==> src/rtl/fpcvt_pipe.sv <==
// Pipelined two's-complement integer to (S, E, F) float converter; 3-cycle latency, 1/cycle throughput.
// All stages advance together whenever the output is free or being taken. FPCVT_PIPE_RNE_EN selects round-to-nearest-even.
module fpcvt_pipe #(
  parameter int IN_W = 12,
  parameter int E_W  = 3,
  parameter int F_W  = 4
) (
  input  logic            clk,
  input  logic            rst_n,
  input  logic            in_valid,
  output logic            in_ready,
  input  logic [IN_W-1:0] in_data,
  output logic            out_valid,
  input  logic            out_ready,
  output logic            out_s,
  output logic [E_W-1:0]  out_e,
  output logic [F_W-1:0]  out_f,
  output logic            out_sat
);

  localparam int XW   = $clog2(IN_W + 1);
  localparam int PW   = $clog2(IN_W);
  localparam int FS   = F_W + 1;
  localparam int EMAX = (1 << E_W) - 1;

  typedef struct packed {
    logic            s;
    logic [IN_W-1:0] mag;
  } s1_t;

  typedef struct packed {
    logic           s;
    logic [XW-1:0]  e;
    logic [F_W-1:0] f;
    logic           r;
    logic           st;
  } s2_t;

  logic adv;
  logic s1_vld;
  logic s2_vld;
  s1_t  s1_d, s1_q;
  s2_t  s2_d, s2_q;

  assign adv      = !out_valid || out_ready;
  assign in_ready = adv;

  // Stage 1: sign/magnitude; the most negative input wraps to 2^(IN_W-1) as unsigned.
  always_comb begin
    s1_d.s   = in_data[IN_W-1];
    s1_d.mag = in_data[IN_W-1] ? -in_data : in_data;
  end

  // Stage 2: normalise so the leading one sits at the top of norm; the extra low
  // zero bit keeps the sticky range non-empty when F_W = IN_W-1.
  logic [PW-1:0] lead;
  logic [IN_W:0] norm;

  always_comb begin
    lead = '0;
    for (int i = 0; i < IN_W; i++) begin
      if (s1_q.mag[i]) lead = PW'(i);
    end
    norm   = {s1_q.mag, 1'b0} << (PW'(IN_W - 1) - lead);
    s2_d.s = s1_q.s;
    if (int'(lead) < F_W) begin
      s2_d.e  = '0;
      s2_d.f  = s1_q.mag[F_W-1:0];
      s2_d.r  = 1'b0;
      s2_d.st = 1'b0;
    end else begin
      s2_d.e  = XW'(int'(lead) - F_W + 1);
      s2_d.f  = norm[IN_W -: F_W];
      s2_d.r  = norm[IN_W-F_W];
      s2_d.st = |norm[IN_W-F_W-1:0];
    end
  end

  // Stage 3: round, renormalise on significand carry, saturate.
  logic           inc;
  logic [FS-1:0]  f_sum;
  logic [XW-1:0]  e_rnd;
  logic [F_W-1:0] f_rnd;
  logic [E_W-1:0] e_n;
  logic [F_W-1:0] f_n;
  logic           sat_n;

`ifndef FPCVT_PIPE_RNE_EN
  logic unused_st;
  assign unused_st = s2_q.st;
`endif

  always_comb begin
`ifdef FPCVT_PIPE_RNE_EN
    inc = s2_q.r & (s2_q.st | s2_q.f[0]);
`else
    inc = s2_q.r;
`endif
    f_sum = {1'b0, s2_q.f} + FS'(inc);
    if (f_sum[F_W]) begin
      f_rnd = F_W'(1) << (F_W - 1);
      e_rnd = s2_q.e + 1'b1;
    end else begin
      f_rnd = f_sum[F_W-1:0];
      e_rnd = s2_q.e;
    end
    if (int'(e_rnd) > EMAX) begin
      e_n   = E_W'(EMAX);
      f_n   = '1;
      sat_n = 1'b1;
    end else begin
      e_n   = E_W'(int'(e_rnd));
      f_n   = f_rnd;
      sat_n = 1'b0;
    end
  end

  always_ff @(posedge clk or negedge rst_n) begin
    if (!rst_n) begin
      s1_vld    <= 1'b0;
      s2_vld    <= 1'b0;
      out_valid <= 1'b0;
      s1_q      <= '0;
      s2_q      <= '0;
      out_s     <= 1'b0;
      out_e     <= '0;
      out_f     <= '0;
      out_sat   <= 1'b0;
    end else if (adv) begin
      s1_vld    <= in_valid;
      s1_q      <= s1_d;
      s2_vld    <= s1_vld;
      s2_q      <= s2_d;
      out_valid <= s2_vld;
      out_s     <= s2_q.s;
      out_e     <= e_n;
      out_f     <= f_n;
      out_sat   <= sat_n;
    end
  end

endmodule

==> config.mk <==
export PLATFORM = sky130hd
export DESIGN_NAME = fpcvt_pipe
export DESIGN_NICKNAME = d
export VERILOG_FILES = /design/src/rtl/fpcvt_pipe.sv
export SDC_FILE = /design/constraint.sdc
export NUM_CORES = 1
export LEC_CHECK = 0
export BUFFER_PORTS_ARGS = -buffer_cell sky130_fd_sc_hd__buf_2
export CORE_UTILIZATION = 40
export CTS_CLUSTER_SIZE = 14
export DETAILED_ROUTE_END_ITERATION = 10
export MAX_ROUTING_LAYER = met4
export PLACE_DENSITY = 0.68
export SYNTH_ARGS = -nofsm -noshare
export SYNTH_HDL_FRONTEND = slang
export SYNTH_SLANG_ARGS = --single-unit
==> constraint.sdc <==
create_clock -name clk -period 7.5 [get_ports clk]
set_input_delay 0.375 -clock clk [delete_from_list [all_inputs] [get_ports clk]]
set_output_delay 0.375 -clock clk [all_outputs]
set_load 0.1 [all_outputs]
**Word level (Yosys, flattened, before mapping)**

Index checks and enable logic that the tools add are counted.

- Word-level logic and storage cells: 43
- Output and inout bits: 11
- Register bits after elaboration: 35
- Bits of input ports: 16

- Reduce and logical (&&, ||, !) cells: 3
- Mux-type cells: 18
- Magnitude comparators: 2
- Add/sub/neg operators: 6
- Shift operators: 1

Operators with widths:

| cell | number |
|---|---|
| two-way mux 4 bit | 13 |
| << shifter 13 x 4 -> 13 bit | 1 |
| two-way mux 12 bit | 1 |
| negation 12 bit | 1 |
| two-way mux 10 bit | 1 |
| OR reduction 8 bit | 1 |
| adder 4 x 1 -> 5 bit | 1 |
| adder 4 x 1 -> 4 bit (second input constant) | 1 |
| adder 4 x 2 -> 4 bit (second input constant) | 1 |
| > comparator 4 x 3 -> 1 bit (second input constant) | 1 |
| less-than comparator 4 x 3 -> 1 bit (second input constant) | 1 |
| subtractor 4 x 3 -> 4 bit (second input constant) | 1 |
| subtractor 4 bit (first input constant) | 1 |
| two-way mux 3 bit | 1 |
| two-way mux 1 bit | 2 |
| logical NOT 1 bit | 1 |
| logical OR 1 bit | 1 |

**Longest topological paths before layout**

- Word-level depth: 15
- Depth in mapped cells: 12
- Gate-level depth less buffers: 9

**Worst setup path after synthesis**

OpenSTA, ideal clock, no wires.

- Path type: register to output
- From: register out_valid
- To: output port in_ready
- Stages on the path, launching flop included: 4
- Data required time: 7125 ps
- Data arrival time: 2174 ps
- Path buffers: 1
- Setup slack: 4951 ps
- Cell sequence: dfrtp_1 nor2b_1 inv_1 buf_1

- Longest elaborated chain between the ends: 2

Ends and longest elaborated chain:

| what | RTL line | text |
|---|---|---|
| start, declared | 13 | `output logic out_valid,` |
| start signal, assigned | 134 | `out_valid <= s2_vld;` |
| logical NOT 1 bit | 45 | `assign adv = !out_valid \|\| out_ready;` |
| logical OR 1 bit | 45 |  |
| end, declared | 11 | `output logic in_ready,` |

No other way between the ends.

**Worst setup path in the final report**

- From: register s1_q[4] (netlist bit)
- To: register s2_q, in the netlist inc

- Longest elaborated chain between the ends: 11
- Elaborated cells between the ends (all ways): 12
- Those cells by class: add/sub: 1; order compare: 1; shift: 1; mux: 9

Ends and longest elaborated chain:

| what | RTL line | text |
|---|---|---|
| start, declared | 42 | `s1_t s1_d, s1_q;` |
| start signal, assigned | 123 | `s1_q <= '0;` |
| start signal, assigned | 131 | `s1_q <= s1_d;` |
| two-way mux 4 bit (8 in a row) | 62 | `if (s1_q.mag[i]) lead = PW'(i);` |
| subtractor 4 bit | 64 | `norm = {s1_q.mag, 1'b0} << (PW'(IN_W - 1) - lead);` |
| << shifter 13 x 4 -> 13 bit | 64 |  |
| two-way mux 10 bit * | 66 | `if (int'(lead) < F_W) begin` |
| end signal, assigned | 124 | `s2_q <= '0;` |
| end signal, assigned | 133 | `s2_q <= s2_d;` |
| end, declared | 43 | `s2_t s2_d, s2_q;` |

Mark *: on every way between the ends. The rest lies on a longest branch, timed or not.
A chain may end at the register's enable or synchronous reset.

==> results.txt <==
The power density over the cells came out at 420 nW/um^2. The average cell area after synthesis is 8.40 sq um. The worst slew margin relative to its limit is 0.451.

The number of nets in the layout came out at 315. The total global-route track usage came out at 0.188. The post-cts resize count is 0. The total power of the final layout is 1.07 mW. The leakage power figure came out at 1.14 nW. The clock latency on the worst-skew pair came out at 0.30 ns. Global routing finished with a remaining overflow of 0. Setup repair after global routing left no endpoint under its margin.

The critical path is of the reg2reg type. The post-synthesis instance area is 2340 sq um. The number of top-level pins came out at 27. The top fanout value on the critical path came out at 10. Setup violations remaining at the end of the flow were counted as 0. The count of buffers from port buffering came out at 26. The hold buffer count at CTS came out at 0.

The non-filler instance count after layout is 366. The number of buffers and inverters on the critical path is 1. The count of yosys warnings during synthesis is 0. The count of standard-cell rows came out at 27.

The number of instances in the synthesized netlist is 278. The worst hold path belongs to the class in2async. The sequential element share of the synthesized area came out at 0.375.

The worst setup path is captured at a register. The number of maximum-capacitance violations came out at 0. The final wirelength is 5070 um. In this run, distinct cell masters in the synthesized netlist total 50.

The count of final hold-check violations came to 0. At the pin with the least slew margin, the transition time is 0.817 ns. The detailed router's first-iteration violation count is 129. For this run, the leading register cell type out of synthesis is dfrtp_1. The clock period minus final worst setup slack came out at 2.53 ns. TritonCTS built the clock tree. The initial core utilization is 0.419. The clock passes through at most 2 buffers. The clock net sink count is 35. In this run, placement finished with an instance count of 358. In the finished design, the share of the clock period the worst path needs comes to 0.337. The worst endpoint required time is 7.69 ns. Routability-driven placement finished with a final weighted congestion of 0.912. The clock arrives with 0.0145 ns of skew. The via count normalized by instance count came out at 5.31.

The detailed router placed 1,942 vias in this run. The longest individual stage delay on the worst path came out at 0.55 ns. The cell with the most instances after synthesis is nand2_1. The clock tree synthesis step divided the H-tree into 2 levels. The detailed-routing iteration count for the pre-antenna-repair pass came out at 5. The clock root buffer is clkbuf_8. The maximum clock rate is 395 MHz. In the routed design, unresolved DRC markers number 0. The arrival time of the worst setup path came out at 2.72 ns. The number of CTS-inserted buffers came out at 5. The width of the die is 78.4 um. Broken down by cell family, the worst path's largest delay share belongs to simple AND/OR/NAND/NOR gates. The number of global-route vias before repair came out at 1,885. The estimated wirelength of the detail-placed design is 3630 um. Traced cell by cell, the critical path runs through or4_4 > and3_1 > inv_1 > ha_1 > nor2_1 > nand2_1 > nor2_1 > a221o_1.

Clock-pin slew was measured on the worst setup and hold paths at 0.09 ns. The initial antenna violation count came out at 0. The setup slack of the most critical reg-to-reg path came out at 4.97 ns.

The number of synthesized flops with an enable pin came out at 0. The count of pins over their slew limit came out at 0. The layout overhead on the synthesized area is 9.48%. Across the VDD grid, the largest voltage drop is 0.283 mV. Among the stages of the critical path, the cell type that occurs most often is nor2_1. From bottom edge to top edge, the die measures 78.4 um.

The layout has 563 filler cells. The run finished with clean final reports. After synthesis, the cell types taking the most area are dfrtp_1 (37%), nand2_1 (6.6%), o21ai_0 (4.3%). The area share of the largest cell type after synthesis came out at 0.375. Entering global routing, the biggest net connects 40 pins. The post-CTS setup repair buffer count is 0. Adding up every negative setup slack in the final design gives 0 ns. The core outline area came out at 5570 sq um. The worst hold slack after final layout is 0.157 ns. The net count after synthesis is 300. The largest total area in the synthesized netlist belongs to dfrtp_1. The post-synthesis sequential element count came out at 35. The sort of element at the start of the critical path is a register. The number of antenna diodes came out at 0. The die area came out at 6150 sq um. The mean routed wirelength per cell came out at 13.9 um.

The share of layout cells above drive strength 1 is 0.160. The fraction of the core area covered by cells at the end of the flow is 0.459. For this run, asynchronously set or reset flops after synthesis account for 1.00.

The largest individual stage delay along the critical path comes from the cell or4_4. The wire length of the first global-routing pass is 8860 um. Ranked by instance count, the synthesized netlist is headed by nand2_1 (41), dfrtp_1 (35), nor2_1 (26). The number of nets with antenna violations after detailed routing is 0.
-- registers in the layout, summed over array words and instances, names as in the netlist --
signal	flops
out_sat	1
out_s	1
out_f	4
s2_q	9
out_e	3
s1_vld	1
s1_q	13
out_valid	1
inc	1
s2_vld	1
-- per-layer routing --
metal / GRT usage / share of wire / wire length (um) / vias to the layer above
li1: - / - / - / 995
met1: 0.256 / 0.49 / 2470 / 897
met2: 0.286 / 0.46 / 2350 / 44
met3: 0.0349 / 0.037 / 188 / 6
met4: 0.0556 / 0.012 / 62 / 0
met5: - / 0 / 0 / -
-- cell type report --
class,instances,area [sq um],area share
inverters,12,45.0,0.0176
flip-flops and latches,35,876,0.342
clock inverters,2,12.5,0.00489
repair buffers,27,138,0.0538
multi-input cells,212,1320,0.518
clock buffers,6,72.6,0.0284
well taps,72,90.1,0.0352
-- power by group --
part / leakage, nW / total [mW] / internal [mW] / switching (mW)
Sequential: 0.415 / 0.339 / 0.260 / 0.0788
Combinational: 0.688 / 0.594 / 0.183 / 0.411
Clock: 0.0412 / 0.140 / 0.0650 / 0.0747
Total: 1.14 / 1.07 / 0.508 / 0.565
-- stage by stage --
| step | cell area, sq um | setup WS (ns) |
|---|---|---|
| final | 2560 | 4.97 |
| after global routing | 2560 | 4.83 |
| after CTS | 2560 | 4.96 |
| after detailed placement | 2470 | 4.99 |
| after global placement | 2470 | 5.03 |
| after floorplan | 2340 | 4.95 |
-- logic make-up after synthesis --
kind of cell	Yosys count	synth area share
mux	13	0.0578
flops	35	0.375
fa+ha+maj	6	0.0321
buf+inv	31	0.0595
compound gates	64	0.186
simple gates	116	0.241
xor+xnor	13	0.0487
-- cell usage in the layout (no fill, tap or decap), types with 3 or more instances in the layout --
cell      instances
nand3b_1          3
o21ai_0          20
clkbuf_8          5
dfrtp_1          35
ha_1              6
a221o_1           3
xor2_1           10
o21a_1            3
nand3_1           9
a21oi_1          14
inv_1            12
xnor2_1           3
nor3_1            6
buf_2            26
a21o_1            3
or3_1             3
nor2_1           26
nand2_1          41
o211ai_1          3
nand2b_1         10
mux2_2            4
nor2b_1           5
mux2i_1           9
-- worst paths after layout --
| kind | startpoint | endpoint | depth (start not counted) |
|---|---|---|---|
| max | s1_q[4]$_DFFE_PN0P_ | inc$_DFFE_PN0P_ | 8 |
| min | rst_n | s1_q[9]$_DFFE_PN0P_ | 1 |
| max reg2reg | s1_q[4]$_DFFE_PN0P_ | inc$_DFFE_PN0P_ | 8 |
| min reg2reg | s2_vld$_DFFE_PN0P_ | out_valid$_DFFE_PN0P_ | 1 |
| max in group asynchronous | rst_n | out_e[1]$_DFFE_PN0P_ | 1 |
| min in group clk | in_valid | s1_vld$_DFFE_PN0P_ | 3 |
Power figures use the tool's default switching activity.
